==> config.mk <==
export PLATFORM = sky130hd
export DESIGN_NAME = video_pattern_gen
export DESIGN_NICKNAME = d
export VERILOG_FILES = /design/src/rtl/video_pattern_gen.sv
export SDC_FILE = /design/constraint.sdc
export NUM_CORES = 1
export LEC_CHECK = 0
export BUFFER_PORTS_ARGS = -buffer_cell sky130_fd_sc_hd__buf_4
export CAP_MARGIN = 10
export CORE_ASPECT_RATIO = 1.2
export CORE_MARGIN = 5
export CORE_UTILIZATION = 40
export DETAILED_ROUTE_END_ITERATION = 8
export RECOVER_POWER = 100
export SLEW_MARGIN = 25
export SYNTH_ARGS = -nofsm -noshare
export SYNTH_HDL_FRONTEND = slang
export SYNTH_SLANG_ARGS = --single-unit
==> constraint.sdc <==
create_clock -name clock -period 5.6 [get_ports clock]
set_input_delay 0.28 -clock clock [delete_from_list [all_inputs] [get_ports clock]]
set_output_delay 0.28 -clock clock [all_outputs]
set_load 0.005 [all_outputs]
==> src/rtl/video_pattern_gen.sv <==
// ---------------------------------------------------------------------------
// video_pattern_gen
//
// Video test-pattern source with a ready/valid 24-bit pixel stream. It emits
// a WIDTH x HEIGHT raster, row-major, and repeats it forever. The pattern mode
// and the solid colour are latched at frame boundaries. A change on those
// inputs therefore takes effect at the next pixel (0,0).
//
// Parameters:
//   WIDTH       active pixels per line (>= 8)
//   HEIGHT      active lines per frame (>= 2)
//   CHECK_LOG2  checkerboard cell edge = 2**CHECK_LOG2 pixels
//               (must index inside both the x and y counters)
//   GRAD_SHIFT  gradient level = x_eff >> GRAD_SHIFT, truncated to 8 bits
//
// Ports:
//   clock        pixel clock
//   reset        asynchronous, active-high reset
//   mode         0 solid, 1 colour bars, 2 checkerboard, 3 grey gradient
//   solid_color  {R,G,B} used in mode 0
//   video        registered pixel {R[23:16],G[15:8],B[7:0]}
//   video_valid  pixel on video is valid (stays high after the first cycle)
//   video_ready  consumer accepts the pixel this cycle
//   frame_done   one-cycle pulse after the last pixel of a frame transfers
//
// Optional feature (macro PATTERN_GEN_SCROLL_EN):
//   A per-frame horizontal offset makes modes 1-3 scroll left by one pixel
//   per frame. When the macro is not defined, x_eff = x.
// ---------------------------------------------------------------------------
module video_pattern_gen #(
   parameter int WIDTH      = 800,
   parameter int HEIGHT     = 600,
   parameter int CHECK_LOG2 = 5,
   parameter int GRAD_SHIFT = 2
) (
   input  logic        clock,
   input  logic        reset,
   input  logic [1:0]  mode,
   input  logic [23:0] solid_color,
   output logic [23:0] video,
   output logic        video_valid,
   input  logic        video_ready,
   output logic        frame_done
);

   localparam int XW = $clog2(WIDTH);
   localparam int YW = $clog2(HEIGHT);
   localparam int BW = WIDTH / 8;
   localparam logic [XW-1:0] X_LAST  = XW'(WIDTH - 1);
   localparam logic [YW-1:0] Y_LAST  = YW'(HEIGHT - 1);
   localparam logic [XW-1:0] BW_LAST = XW'(BW - 1);

   // Effective x position, with the colour-bar index and the position inside
   // the bar tracked incrementally so that no divider is needed.
   typedef struct packed {
      logic [XW-1:0] xe;
      logic [2:0]    idx;
      logic [XW-1:0] pos;
   } bar_t;

   // Advances x_eff by one and wraps WIDTH-1 -> 0. Bar 7 absorbs the
   // remainder pixels, so its position counter keeps running past BW-1.
   function automatic bar_t bar_step(input bar_t b);
      bar_t n;
      n = b;
      if (b.xe == X_LAST) begin
         n = '0;
      end else begin
         n.xe = b.xe + XW'(1);
         if (b.pos == BW_LAST && b.idx != 3'd7) begin
            n.idx = b.idx + 3'd1;
            n.pos = '0;
         end else begin
            n.pos = b.pos + XW'(1);
         end
      end
      return n;
   endfunction

   function automatic logic [23:0] pixel(input logic [1:0]    md,
                                         input logic [23:0]   col,
                                         input bar_t          b,
                                         input logic [YW-1:0] yy);
      logic [XW-1:0] sh;
      logic [7:0]    g;
      logic [23:0]   p;
      sh = b.xe >> GRAD_SHIFT;
      g  = 8'(sh);
      case (md)
         2'd0: p = col;
         2'd1: begin
            case (b.idx)
               3'd0:    p = 24'hFFFFFF;
               3'd1:    p = 24'hFFFF00;
               3'd2:    p = 24'h00FFFF;
               3'd3:    p = 24'h00FF00;
               3'd4:    p = 24'hFF00FF;
               3'd5:    p = 24'hFF0000;
               3'd6:    p = 24'h0000FF;
               default: p = 24'h000000;
            endcase
         end
         2'd2:    p = (b.xe[CHECK_LOG2] ^ yy[CHECK_LOG2]) ? 24'h000000 : 24'hFFFFFF;
         default: p = {g, g, g};
      endcase
      return p;
   endfunction

   logic [XW-1:0] x, x_n;
   logic [YW-1:0] y, y_n;
   bar_t          cur, b_n, off_n;
   logic [1:0]    mode_q, md_n;
   logic [23:0]   color_q, col_n, pix_n;
   logic          xfer, eol, eof, adv;

`ifdef PATTERN_GEN_SCROLL_EN
   // The scroll offset is held as a bar_t so that each line starts with the
   // correct bar index and bar position already known.
   bar_t off;

   always_comb begin
      off_n = off;
      if (xfer && eof) off_n = bar_step(off);
   end

   always_ff @(posedge clock or posedge reset) begin
      if (reset) off <= '0;
      else       off <= off_n;
   end
`else
   assign off_n = '0;
`endif

   always_comb begin
      xfer  = video_valid & video_ready;
      eol   = (x == X_LAST);
      eof   = eol && (y == Y_LAST);
      adv   = !video_valid || xfer;
      x_n   = x;
      y_n   = y;
      b_n   = cur;
      md_n  = mode_q;
      col_n = color_q;
      if (!video_valid) begin
         // First cycle out of reset: start a frame using the live inputs.
         x_n   = '0;
         y_n   = '0;
         b_n   = off_n;
         md_n  = mode;
         col_n = solid_color;
      end else if (xfer) begin
         if (eol) begin
            x_n = '0;
            b_n = off_n;
            if (eof) begin
               y_n   = '0;
               md_n  = mode;
               col_n = solid_color;
            end else begin
               y_n = y + YW'(1);
            end
         end else begin
            x_n = x + XW'(1);
            b_n = bar_step(cur);
         end
      end
      pix_n = pixel(md_n, col_n, b_n, y_n);
   end

   // The next pixel is registered on the same edge that accepts the current
   // pixel, so the stream has no bubbles.
   always_ff @(posedge clock or posedge reset) begin
      if (reset) begin
         x           <= '0;
         y           <= '0;
         cur         <= '0;
         mode_q      <= '0;
         color_q     <= '0;
         video       <= '0;
         video_valid <= 1'b0;
         frame_done  <= 1'b0;
      end else begin
         video_valid <= 1'b1;
         frame_done  <= xfer & eof;
         mode_q      <= md_n;
         color_q     <= col_n;
         if (adv) begin
            x     <= x_n;
            y     <= y_n;
            cur   <= b_n;
            video <= pix_n;
         end
      end
   end

endmodule

==> metrics.md, run 1 <==
| Metric | Value |
|---|---|
| Status | `finished with violations` |
| Failing checks | `capacitance limit, slew limit` |
| Vias in the first global route | `3708` |
| WS Path Type | `flip-flop to flip-flop` |
| Mapped Area | `4680 um2` |
| First-pass GRT wire length | `18200 um` |
| Fmax | `269 MHz` |
| Slew headroom | `-30.0%` |
| Core ar. | `11500 um2` |
| Final Max Tran Viols | `79` |
| Drt drc | `0` |
| Clk_lat worst skew | `0.34 ns` |
| I/O Pins | `55` |
| Largest net degree at the start of global routing | `79` |
| Final setup TNS | `0 ns` |
| Area growth syn-to-layout | `18.3%` |
| CTS root buf | `clkbuf_16` |
| Tightest Hold Check Type | `input port to flip-flop` |
| RSZ-0062 raised after global routing | `no` |
| Tmin final | `3.72 ns` |
| Syn Inst Count | `458` |
| Worst hold slack | `0.182 ns` |
| Switching share of power | `24.7%` |
| Crit path required time | `5.77 ns` |
| Critical path arrival | `3.89 ns` |
| R2R Path End | `video[7]` |
| Crit. Startpoint | `cur[10]` |
| Syn_nets | `493` |
| Antenna-violating nets left | `0` |
| Setup Buffers After CTS | `0` |
| TritonCTS clock tree | `done` |
| Final Skew | `0.00649 ns` |
| # nets final | `544` |
| Worst-Margin Slew | `1.95 ns` |
| Layout cell share with drive strength beyond 1 | `20.0%` |
| Netlist cell types | `48` |
| Vias per cell | `5.55` |
| NetSw | `0.402 mW` |
| Gr usage total | `16.4%` |
| Yosys reg bits | `95` |
| Hold Vio Cnt, Final | `0` |
| Worst reg2reg path startpoint | `cur[10]` |
| H-Tree Depth | `3` |
| Die Height | `128 um` |
| Clock buffer depth | `2` |
| Die area | `14000 um2` |
| CP max FO | `7` |
| Via Count | `3722` |
| Row Count | `43` |
| DR WL/cell | `16.3 um` |
| Hold EP | `color_q[5]` |
| Final Routed Wirelength | `10900 um` |
| Diodes inserted | `0` |
| Post-synth ARST share | `100%` |
| Reg2reg path depth | `9` |
| P_int | `1.22 mW` |
| Ys Warns | `0` |
| Max_cap viols | `1` |
| HP Start | `solid_color[5]` |
| Clk pwr share | `40.5%` |
| Initial drt markers | `205` |
| Number of clock sinks | `95` |
| Starting density of the core | `40.6%` |
| R2R setup slack | `1.88 ns` |
| GRT overflow | `0` |
| Initial antenna violation count | `0` |
| Hold depth | `2` |
| CTS Buf Count | `9` |
| Maximum vdd drop | `158 uV` |
| Die width | `109 um` |
| CP Capture Type | `flip-flop` |
| Seq pwr share | `47.8%` |
| Post-DP HPWL | `7560 um` |
| GP Congestion | `0.823` |
| Top_reg_cell synth | `dfrtp_1` |
| Pre-Repair DR Iteration Count | `5` |
| Final worst-path cycle share | `66.5%` |
| Combinational Power Share | `11.7%` |
| Area leader, netlist | `dfrtp_1` |
| Power Density | `294 nW/um2` |
| Endpoints failing setup | `0` |
| Hold_buf cts | `1` |
| Post-synth EDFFs | `0` |
| Avg Synthesized Cell Area | `10.2 um2` |
| Worst Setup Start Kind | `flip-flop` |
| Post-cts resize count | `0` |
| Clock transition at path regs | `0.07 ns` |
| Top cell type's share of synthesized area | `50.8%` |
| Static Leak | `2.36 nW` |
| Sequential element share of the synthesized area | `50.8%` |
| Largest cells by area after synthesis | `dfrtp_1, mux2_2, o21ai_0` |
| IO buf count | `54` |
## Yosys cell counts (2+ instances only)
| master | count |
|---|---|
| o21ai_0 | 41 |
| nand3b_1 | 4 |
| ha_1 | 6 |
| o311ai_0 | 2 |
| mux2_2 | 27 |
| xnor2_1 | 8 |
| a221oi_1 | 12 |
| nor2_1 | 42 |
| a222oi_1 | 9 |
| a22o_1 | 3 |
| xor2_1 | 13 |
| nand2b_1 | 5 |
| nor3_1 | 6 |
| and2_1 | 2 |
| o31ai_1 | 8 |
| nand2_1 | 41 |
| nand3_1 | 22 |
| nand4_1 | 9 |
| nand4b_1 | 2 |
| nor2b_1 | 6 |
| inv_1 | 8 |
| a211oi_2 | 3 |
| and4_1 | 4 |
| dfrtp_1 | 95 |
| a21oi_1 | 27 |
| and3_1 | 11 |
| clkbuf_1 | 19 |
| o32a_1 | 3 |
## critical path, cell delays in order, from the launching register on
cell and delay, ns:
dfrtp_1 0.42, ha_1 0.22, ha_1 0.18, or4_1 0.40
nor4_1 0.72, nand4b_1 0.17, a21oi_1 0.24, a211oi_1 0.10
a211oi_1 0.93, a21oi_1 0.15
## logic make-up (layout without fill, tap and decap cells)
family / Yosys count / after routing / synth area share [%]
and+or+nand+nor: 165 / 165 / 18.2
AOI/OAI and AO/OA: 114 / 114 / 16.3
DFF: 95 / 95 / 50.8
muxes: 28 / 28 / 6.71
buffers and inverters: 28 / 84 / 2.33
xor gates and xnor gates: 21 / 21 / 3.93
adders and majority gates: 6 / 6 / 1.60
other: 1 / 1 / 0.0802
## worst max path at each step
stage                            end  slack (ns)
after floorplan           color_q[0]        2.84
after global placement      video[0]        2.05
after detailed placement    video[7]        1.92
after CTS                   video[7]        1.89
after global routing        video[7]        1.44
final                       video[7]        1.88
## power by group through the flow
stage	combinational, mW	sequential (mW)	clock [mW]
floorplan	0.104	0.781	0
global route	0.213	0.785	0.706
detailed placement	0.202	0.790	0
global placement	0.197	0.790	0
CTS	0.203	0.779	0.672
finish	0.190	0.777	0.658
## metal layers
metal / vias to the layer above / routed length (um) / GRT usage, %
met5: - / 0 / 0
met4: 0 / 164 / 5.79
met3: 11 / 451 / 3.46
met2: 88 / 5320 / 26.7
met1: 1841 / 4970 / 21.8
li1: 1782 / - / -
## per-stage QoR
step	utilization (%)	power [mW]	std cells	area, um2	worst slack, ns
CTS	48.4	1.65	670	5580	1.89
finish	48.1	1.63	671	5530	1.88
global route	48.1	1.70	671	5530	1.44
detailed placement	45.6	0.992	653	5250	1.92
floorplan	-	0.885	458	4680	2.84
global placement	45.6	0.987	653	5250	2.05
## cell usage in the layout, fill, tap and decap left out, drive strengths merged, types with 2 or more instances in the layout
master,instances
o31ai,8
a222oi,9
a221oi,12
mux2,27
o32a,3
clkbuf,40
nand4,9
nand4b,3
clkinvlp,4
and4,4
xor2,13
nand3,22
a22o,3
dfrtp,95
nand3b,4
nor2b,6
nand2b,5
a21oi,28
or4,2
nand2,41
ha,6
a211oi,4
o311ai,2
bufinv,2
nor2,42
inv,8
nor4,2
xnor2,8
and2,2
nor3,6
and3,11
buf,28
o21ai,42
## flip-flops by register name (all words and copies together) (netlist names)
name	count
x	10
y	10
cur	23
video_valid	1
frame_done	1
video	24
color_q	24
mode_q	2
## cell type report
cell class	count	area [um2]
fillers	1104	5980
flip-flops and latches	95	2380
multi-input cells	335	2180
repair buffers	60	424
clock buffers	9	225
well taps	157	196
clock inverters	7	96.3
inverters	8	31.3
Power figures use the tool's default switching activity.
==> run 2: changes to the inputs <==
==> constraint.sdc (replaced) <==
create_clock -name clock -period 3.25 [get_ports clock]
set_input_delay 0.1625 -clock clock [delete_from_list [all_inputs] [get_ports clock]]
set_output_delay 0.1625 -clock clock [all_outputs]
set_load 0.005 [all_outputs]
==> metrics.md, run 2 (same netlist as run 1, synthesis figures left out) <==
| Metric | Value |
|---|---|
| Area growth syn-to-layout | `19.8%` |
| First-pass GRT wire length | `18900 um (+4.1%)` |
| GRT overflow | `0 (unchanged)` |
| Crit. Startpoint | `cur[10]` |
| Worst Setup Start Kind | `flip-flop` |
| CP Capture Type | `flip-flop` |
| Clock transition at path regs | `0.07 ns (about the same)` |
| Largest net degree at the start of global routing | `96 (+22%)` |
| GP Congestion | `0.818 (-0.66%)` |
| Multi-input gate area | `2180 um2 (-0.23%)` |
| Vias in the first global route | `3770 (+1.7%)` |
| R2R Path End | `video[8]` |
| TritonCTS clock tree | `done` |
| WS Path Type | `flip-flop to flip-flop` |
| Failing checks | `capacitance limit, slew limit` |
| Seq pwr share | `46.0% (-1.8 points)` |
| Via Count | `3740 (+0.48%)` |
| Power Density | `516 nW/um2 (+76%)` |
| Crit path to | `video[8]` |
| Final worst slack | `0.220 ns (-1.66 ns)` |
| Tightest Hold Check Type | `input port to flip-flop` |
| Starting density of the core | `40.6% (unchanged)` |
| # nets final | `551 (+1.3%)` |
| Vias per cell | `5.52 (-0.55%)` |
| CTS Buf Count | `9 (unchanged)` |
| Gr usage total | `17.1% (+0.63 points)` |
| Core ar. | `11500 um2 (unchanged)` |
| Die Height | `128 um (unchanged)` |
| Clock buffer depth | `2 (unchanged)` |
| Final Max Tran Viols | `96 (+22%)` |
| Worst-Margin Slew | `2.33 ns (+0.376 ns)` |
| Critical path arrival | `3.24 ns (-0.65 ns)` |
| P_int | `2.20 mW (+79%)` |
| Fillers | `1099 (-0.45%)` |
| Post-DP HPWL | `7660 um (+1.3%)` |
| Initial antenna violation count | `0 (unchanged)` |
| R2R setup slack | `0.22 ns (-1.66 ns)` |
| Max_cap viols | `1 (unchanged)` |
| Antenna-violating nets left | `0 (unchanged)` |
| Slew headroom | `-55.1% (-25 points)` |
| Diodes inserted | `0 (unchanged)` |
| RSZ-0062 raised after global routing | `no` |
| Reg2reg path depth | `11 (+2)` |
| Commonest non-fill, non-tap cell in the layout | `dfrtp_1` |
| CTS root buf | `clkbuf_16` |
| Most frequent cells in the layout | `dfrtp_1, nor2_1, nand2_1, o21ai_0, buf_4` |
| Die width | `109 um (unchanged)` |
| Clk_lat worst skew | `0.34 ns (about the same)` |
| Endpoints failing setup | `0 (unchanged)` |
| Final setup TNS | `0 ns (unchanged)` |
| I/O Pins | `55 (unchanged)` |
| Worst hold slack | `0.0627 ns (-0.120 ns)` |
| H-Tree Depth | `3 (unchanged)` |
| Number of clock sinks | `95 (unchanged)` |
| Hold Vio Cnt, Final | `0 (unchanged)` |
| IO buf count | `54 (unchanged)` |
| DR WL/cell | `16.4 um (+0.74%)` |
| CP max FO | `7 (unchanged)` |
| Initial drt markers | `201 (-2.0%)` |
| Crit path required time | `3.47 ns (-2.30 ns)` |
| Tmin final | `3.03 ns (-0.694 ns)` |
| Worst reg2reg path startpoint | `cur[10]` |
| Row Count | `43 (unchanged)` |
| Switching share of power | `24.1% (-0.58 points)` |
| NetSw | `0.699 mW (+74%)` |
| Register Area | `2380 um2 (unchanged)` |
| Final Routed Wirelength | `11100 um (+1.8%)` |
| Layout cell share with drive strength beyond 1 | `21.5% (+1.5 points)` |
| Final Skew | `0.00606 ns (-0.000432 ns)` |
| Post-cts resize count | `0 (unchanged)` |
| Pre-Repair DR Iteration Count | `6 (+1)` |
| Status | `finished with violations` |
| Maximum vdd drop | `278 uV (+76%)` |
| Clk pwr share | `42.1% (+1.6 points)` |
| Drt drc | `0 (unchanged)` |
| Fmax | `330 MHz (+23%)` |
| Final worst-path cycle share | `93.2% (+27 points)` |
| Dpl ws | `0.332 ns (-1.59 ns)` |
| Largest registers | `color_q: 24 flops, video: 24 flops, cur: 23 flops` |
| Static Leak | `2.37 nW (+0.33%)` |
| Combinational Power Share | `11.9% (+0.2 points)` |
| Die area | `14000 um2 (unchanged)` |
run 2: power by group through the flow:
stage / combinational (mW) / sequential, mW / clock (mW)
4_1_cts: 0.368 / 1.33 / 1.25
3_3_place_gp: 0.360 / 1.35 / 0
2_1_floorplan: 0.179 / 1.35 / 0
5_1_grt: 0.383 / 1.35 / 1.30
6_report: 0.343 / 1.33 / 1.22
3_5_place_dp: 0.367 / 1.35 / 0
run 2: layer usage:
metal	GRT usage [%]	routed length, um	share of wire, %	vias up
met5	0	0	0	-
met4	7.43	231	2.1	0
met3	2.81	454	4.1	18
met2	27.0	5410	49	78
met1	23.1	5020	45	1844
li1	-	-	-	1800
run 2: final cells by class:
type	instances	area share, %
repair buffers	67	8.48
clock buffers	9	4.02
clock inverters	7	2.14
multi-input cells	335	38.9
well taps	157	3.51
flip-flops and latches	95	42.4
inverters	8	0.558
run 2: critical path: stages (launching register included):
cell	delay (ns)
dfrtp_1	0.42
ha_1	0.22
ha_1	0.17
or4_1	0.41
nor4_1	0.18
clkbuf_1	0.26
nand4_1	0.16
o311ai_0	0.22
nor2_1	0.18
a211oi_1	0.30
buf_2	0.29
a21oi_1	0.10
run 2: repair_timing:
action,in CTS,in global routing
setup buffers,0,0
hold buffers,1,0
endpoints found under the hold margin,95,0
run 2: worst min path at each step:
stage / startpoint / end / slack, ns / cells past startpoint
2_1_floorplan: solid_color[0] / color_q[0] / 0.31 / 1
3_3_place_gp: reset / y[4] / 0.33 / 3
3_5_place_dp: reset / y[4] / 0.33 / 3
4_1_cts: solid_color[16] / color_q[16] / 0.05 / 2
5_1_grt: solid_color[23] / color_q[23] / 0.06 / 2
6_report: solid_color[20] / color_q[20] / 0.06 / 2
run 2: per-stage QoR:
stage | util (%) | instances | total power [mW] | cell area, um2
final | 48.7 | 678 | 2.89 | 5600
after detailed placement | 46.2 | 661 | 1.72 | 5320
after floorplan | - | 458 | 1.53 | 4680
after CTS | 49.3 | 678 | 2.95 | 5670
after global placement | 46.2 | 661 | 1.71 | 5320
after global routing | 48.7 | 678 | 3.03 | 5600
==> run 3: changes to the inputs <==
--- a/config.mk
+++ b/config.mk
@@ -5,6 +5,7 @@
 export SDC_FILE = /design/constraint.sdc
 export NUM_CORES = 1
 export LEC_CHECK = 0
+export ABC_AREA = 1
 export BUFFER_PORTS_ARGS = -buffer_cell sky130_fd_sc_hd__buf_4
 export CAP_MARGIN = 10
 export CORE_ASPECT_RATIO = 1.2
@@ -12,7 +13,6 @@
 export CORE_UTILIZATION = 40
 export DETAILED_ROUTE_END_ITERATION = 8
 export RECOVER_POWER = 100
-export SLEW_MARGIN = 25
 export SYNTH_ARGS = -nofsm -noshare
 export SYNTH_HDL_FRONTEND = slang
 export SYNTH_SLANG_ARGS = --single-unit
==> constraint.sdc (replaced) <==
create_clock -name clock -period 2.5 [get_ports clock]
set_input_delay 0.125 -clock clock [delete_from_list [all_inputs] [get_ports clock]]
set_output_delay 0.125 -clock clock [all_outputs]
set_load 0.005 [all_outputs]
==> metrics.md, run 3 <==
| Metric | Value |
|---|---|
| Row Count | `44 (+2.3%)` |
| Cells after DPL | `810 (+23%)` |
| H-Tree Depth | `3 (unchanged)` |
| Placed Area | `5440 um2 (+2.3%)` |
| Tightest Hold Check Type | `input port to flip-flop` |
| Number of clock sinks | `95 (unchanged)` |
| CTS root buf | `clkbuf_16` |
| GRT overflow | `0 (unchanged)` |
| I/O Pins | `55 (unchanged)` |
| Clk_lat worst skew | `0.34 ns (about the same)` |
| Most frequent cells after synthesis | `nand2_1, nor2_1, nand3_1` |
| Initial drt markers | `229 (+14%)` |
| Vias per cell | `5.04 (-8.7%)` |
| Diodes inserted | `0 (unchanged)` |
| Die width | `111 um (+1.6%)` |
| Non-filler instance count after layout | `829 (+22%)` |
| CP Capture Type | `flip-flop` |
| Slowest stage cell on the critical path | `dfrtp_1` |
| Maximum vdd drop | `363 uV (+30%)` |
| First-pass GRT wire length | `21000 um (+11%)` |
| Layout cell share with drive strength beyond 1 | `15.4% (-6.1 points)` |
| Netlist cell types | `37 (-23%)` |
| Die Height | `131 um (+1.7%)` |
| Largest registers | `color_q: 24 flops, video: 24 flops, cur: 23 flops` |
| CTS Buf Count | `9 (unchanged)` |
| Top_reg_cell synth | `dfrtp_1` |
| Largest cells by area after synthesis | `dfrtp_1, nand2_1, nand3_1` |
| Commonest non-fill, non-tap cell in the layout | `nand2_1` |
| IO buf count | `54 (unchanged)` |
| Dpl ws | `0.0507 ns (-0.281 ns)` |
| # nets final | `698 (+27%)` |
| WS Path Type | `flip-flop to flip-flop` |
| Worst hold slack | `0.00946 ns (-0.0533 ns)` |
| Static Leak | `2.76 nW (+17%)` |
| Yosys reg bits | `95 (unchanged)` |
| Crit path required time | `2.77 ns (-0.70 ns)` |
| GP Congestion | `0.815 (-0.29%)` |
| Worst Setup Start Kind | `flip-flop` |
| Final worst-path cycle share | `94.0% (+0.79 points)` |
| Sequential element share of the synthesized area | `49.0% (-1.8 points)` |
| Pre-Repair DR Iteration Count | `4 (-2)` |
| Overall power | `3.87 mW (+34%)` |
| DR WL/cell | `14.9 um (-8.8%)` |
| Final Max Tran Viols | `0 (-100%)` |
| Area leader, netlist | `dfrtp_1` |
| Post-synth ARST share | `100% (unchanged)` |
| Top-count cell post-synth | `nand2_1` |
| Starting density of the core | `40.4% (-0.23 points)` |
| Syn_nets | `640 (+30%)` |
| Final instance area | `5790 um2 (+3.4%)` |
| CP max FO | `26 (+19)` |
| Tmin final | `2.35 ns (-0.679 ns)` |
| Fin util | `48.3% (-0.40 points)` |
| Fmax | `426 MHz (+29%)` |
| TritonCTS clock tree | `done` |
| Slew headroom | `13.8% (+69 points)` |
| CP delay by family, top | `simple AND/OR/NAND/NOR gates` |
| Largest net degree at the start of global routing | `96 (unchanged)` |
| Bufs and invs on worst path | `1 (-1)` |
| Fillers | `1260 (+15%)` |
| Cells along the critical path | `ha_1 > nand2_1 > inv_2 > nand3_1 > nor2_2 > nand3_4 > nand2_8 > nand2_4 > nand2_8 > nor2_2 > nand3_2 > nand3_1 > nor2_1 > nor2_1` |
| Post-synth EDFFs | `0 (unchanged)` |
| Final worst slack | `0.150 ns (-0.0706 ns)` |
| Drt drc | `0 (unchanged)` |
| Antenna-violating nets left | `0 (unchanged)` |
| Clock transition at path regs | `0.07 ns (about the same)` |
| Mapped Area | `4850 um2 (+3.6%)` |
| Hold Vio Cnt, Final | `0 (unchanged)` |
| Ys Warns | `0 (unchanged)` |
| Slowest stage delay, CP | `0.43 ns (about the same)` |
| Endpoints failing setup | `0 (unchanged)` |
| Avg Synthesized Cell Area | `8.01 um2 (-22%)` |
| Post-DP HPWL | `8900 um (+16%)` |
| Reg2reg path depth | `14 (+3)` |
| Status | `finished, final reports clean` |
| Syn Inst Count | `605 (+32%)` |
| Hold depth | `3 (+1)` |
| Clock buffer depth | `2 (unchanged)` |
| Worst-Margin Slew | `1.29 ns (-1.03 ns)` |
| Top cell type's share of synthesized area | `49.0% (-1.8 points)` |
| Most frequent cells in the layout | `nand2_1, nor2_1, nand3_1, dfrtp_1, inv_1` |
| Die area | `14400 um2 (+3.3%)` |
| Final Routed Wirelength | `12400 um (+11%)` |
| Final setup TNS | `0 ns (unchanged)` |
| RSZ-0062 raised after global routing | `yes` |
| Initial antenna violation count | `0 (unchanged)` |
| Area growth syn-to-layout | `19.5%` |
| Max_cap viols | `0 (-1)` |
| Final Skew | `0.00718 ns (+0.00112 ns)` |
| Core ar. | `12000 um2 (+4.2%)` |
| Critical path depth | `14 (+3)` |
| Vias in the first global route | `4263 (+13%)` |
| Gr usage total | `18.1% (+1.0 points)` |
| Power Density | `667 nW/um2 (+29%)` |
| Critical path arrival | `2.62 ns (-0.62 ns)` |
| Via Count | `4177 (+12%)` |
-- run 3: power breakdown --
part           leakage, nW  internal, mW  switching, mW  total [mW]
clock network        0.158         0.979          0.607        1.59
registers             1.21          1.66         0.0816        1.74
logic                 1.40         0.215          0.321       0.536
total                 2.76          2.86           1.01        3.87
-- run 3: area by class of cell --
cell class	instances	area [um2]	share of cell area, %
Clock buffer	9	225	3.89
Clock inverter	7	121	2.10
Inverter	55	215	3.71
Multi-Input combinational cell	436	2180	37.6
Sequential cell	95	2380	41.0
Tap cell	161	201	3.48
Timing Repair Buffer	66	474	8.19
-- run 3: worst reg2reg max path, stage by stage (launching register included) --
cell	delay (ns)
dfrtp_1	0.43
ha_1	0.24
nand2_1	0.10
inv_2	0.05
nand3_1	0.09
nor2_2	0.05
nand3_4	0.12
nand2_8	0.13
nand2_4	0.12
nand2_8	0.14
nor2_2	0.24
nand3_2	0.28
nand3_1	0.17
nor2_1	0.05
nor2_1	0.09
-- run 3: cell families (layout without fill, tap and decap cells) --
family	count (synthesis)	after routing	synth area share [%]
AND/OR/NAND/NOR	369	370	35.0
other	1	1	0.0773
AO/OA/AOI/OAI	47	47	5.65
adder cells (fa/ha/maj)	6	6	1.55
XOR/XNOR	12	12	2.17
buffers and inverters	75	137	6.53
flip-flops	95	95	49.0
-- run 3: what timing repair did --
action                                  4_1_cts  5_1_grt
hold endpoints to repair                     96        0
resized for setup                             0        5
hold buffers                                  2        0
endpoints found under the setup margin        0       23
setup buffers                                 0        0
-- run 3: routing by layer --
metal	vias up	GRT usage [%]	wire length (um)
li1	2076	-	-
met1	2002	20.7	5140
met2	79	33.5	6520
met3	20	2.86	368
met4	0	7.97	352
met5	-	0	0
-- run 3: worst paths after layout --
kind                           startpoint         end  slack, ns
min                        solid_color[8]  color_q[8]      0.009
min reg2reg                          x[0]        x[0]       0.51
max in group asynchronous           reset      cur[5]       0.89
max                                  y[0]    video[1]       0.15
max reg2reg                          y[0]    video[1]       0.15
min in group asynchronous           reset   video[18]       0.83
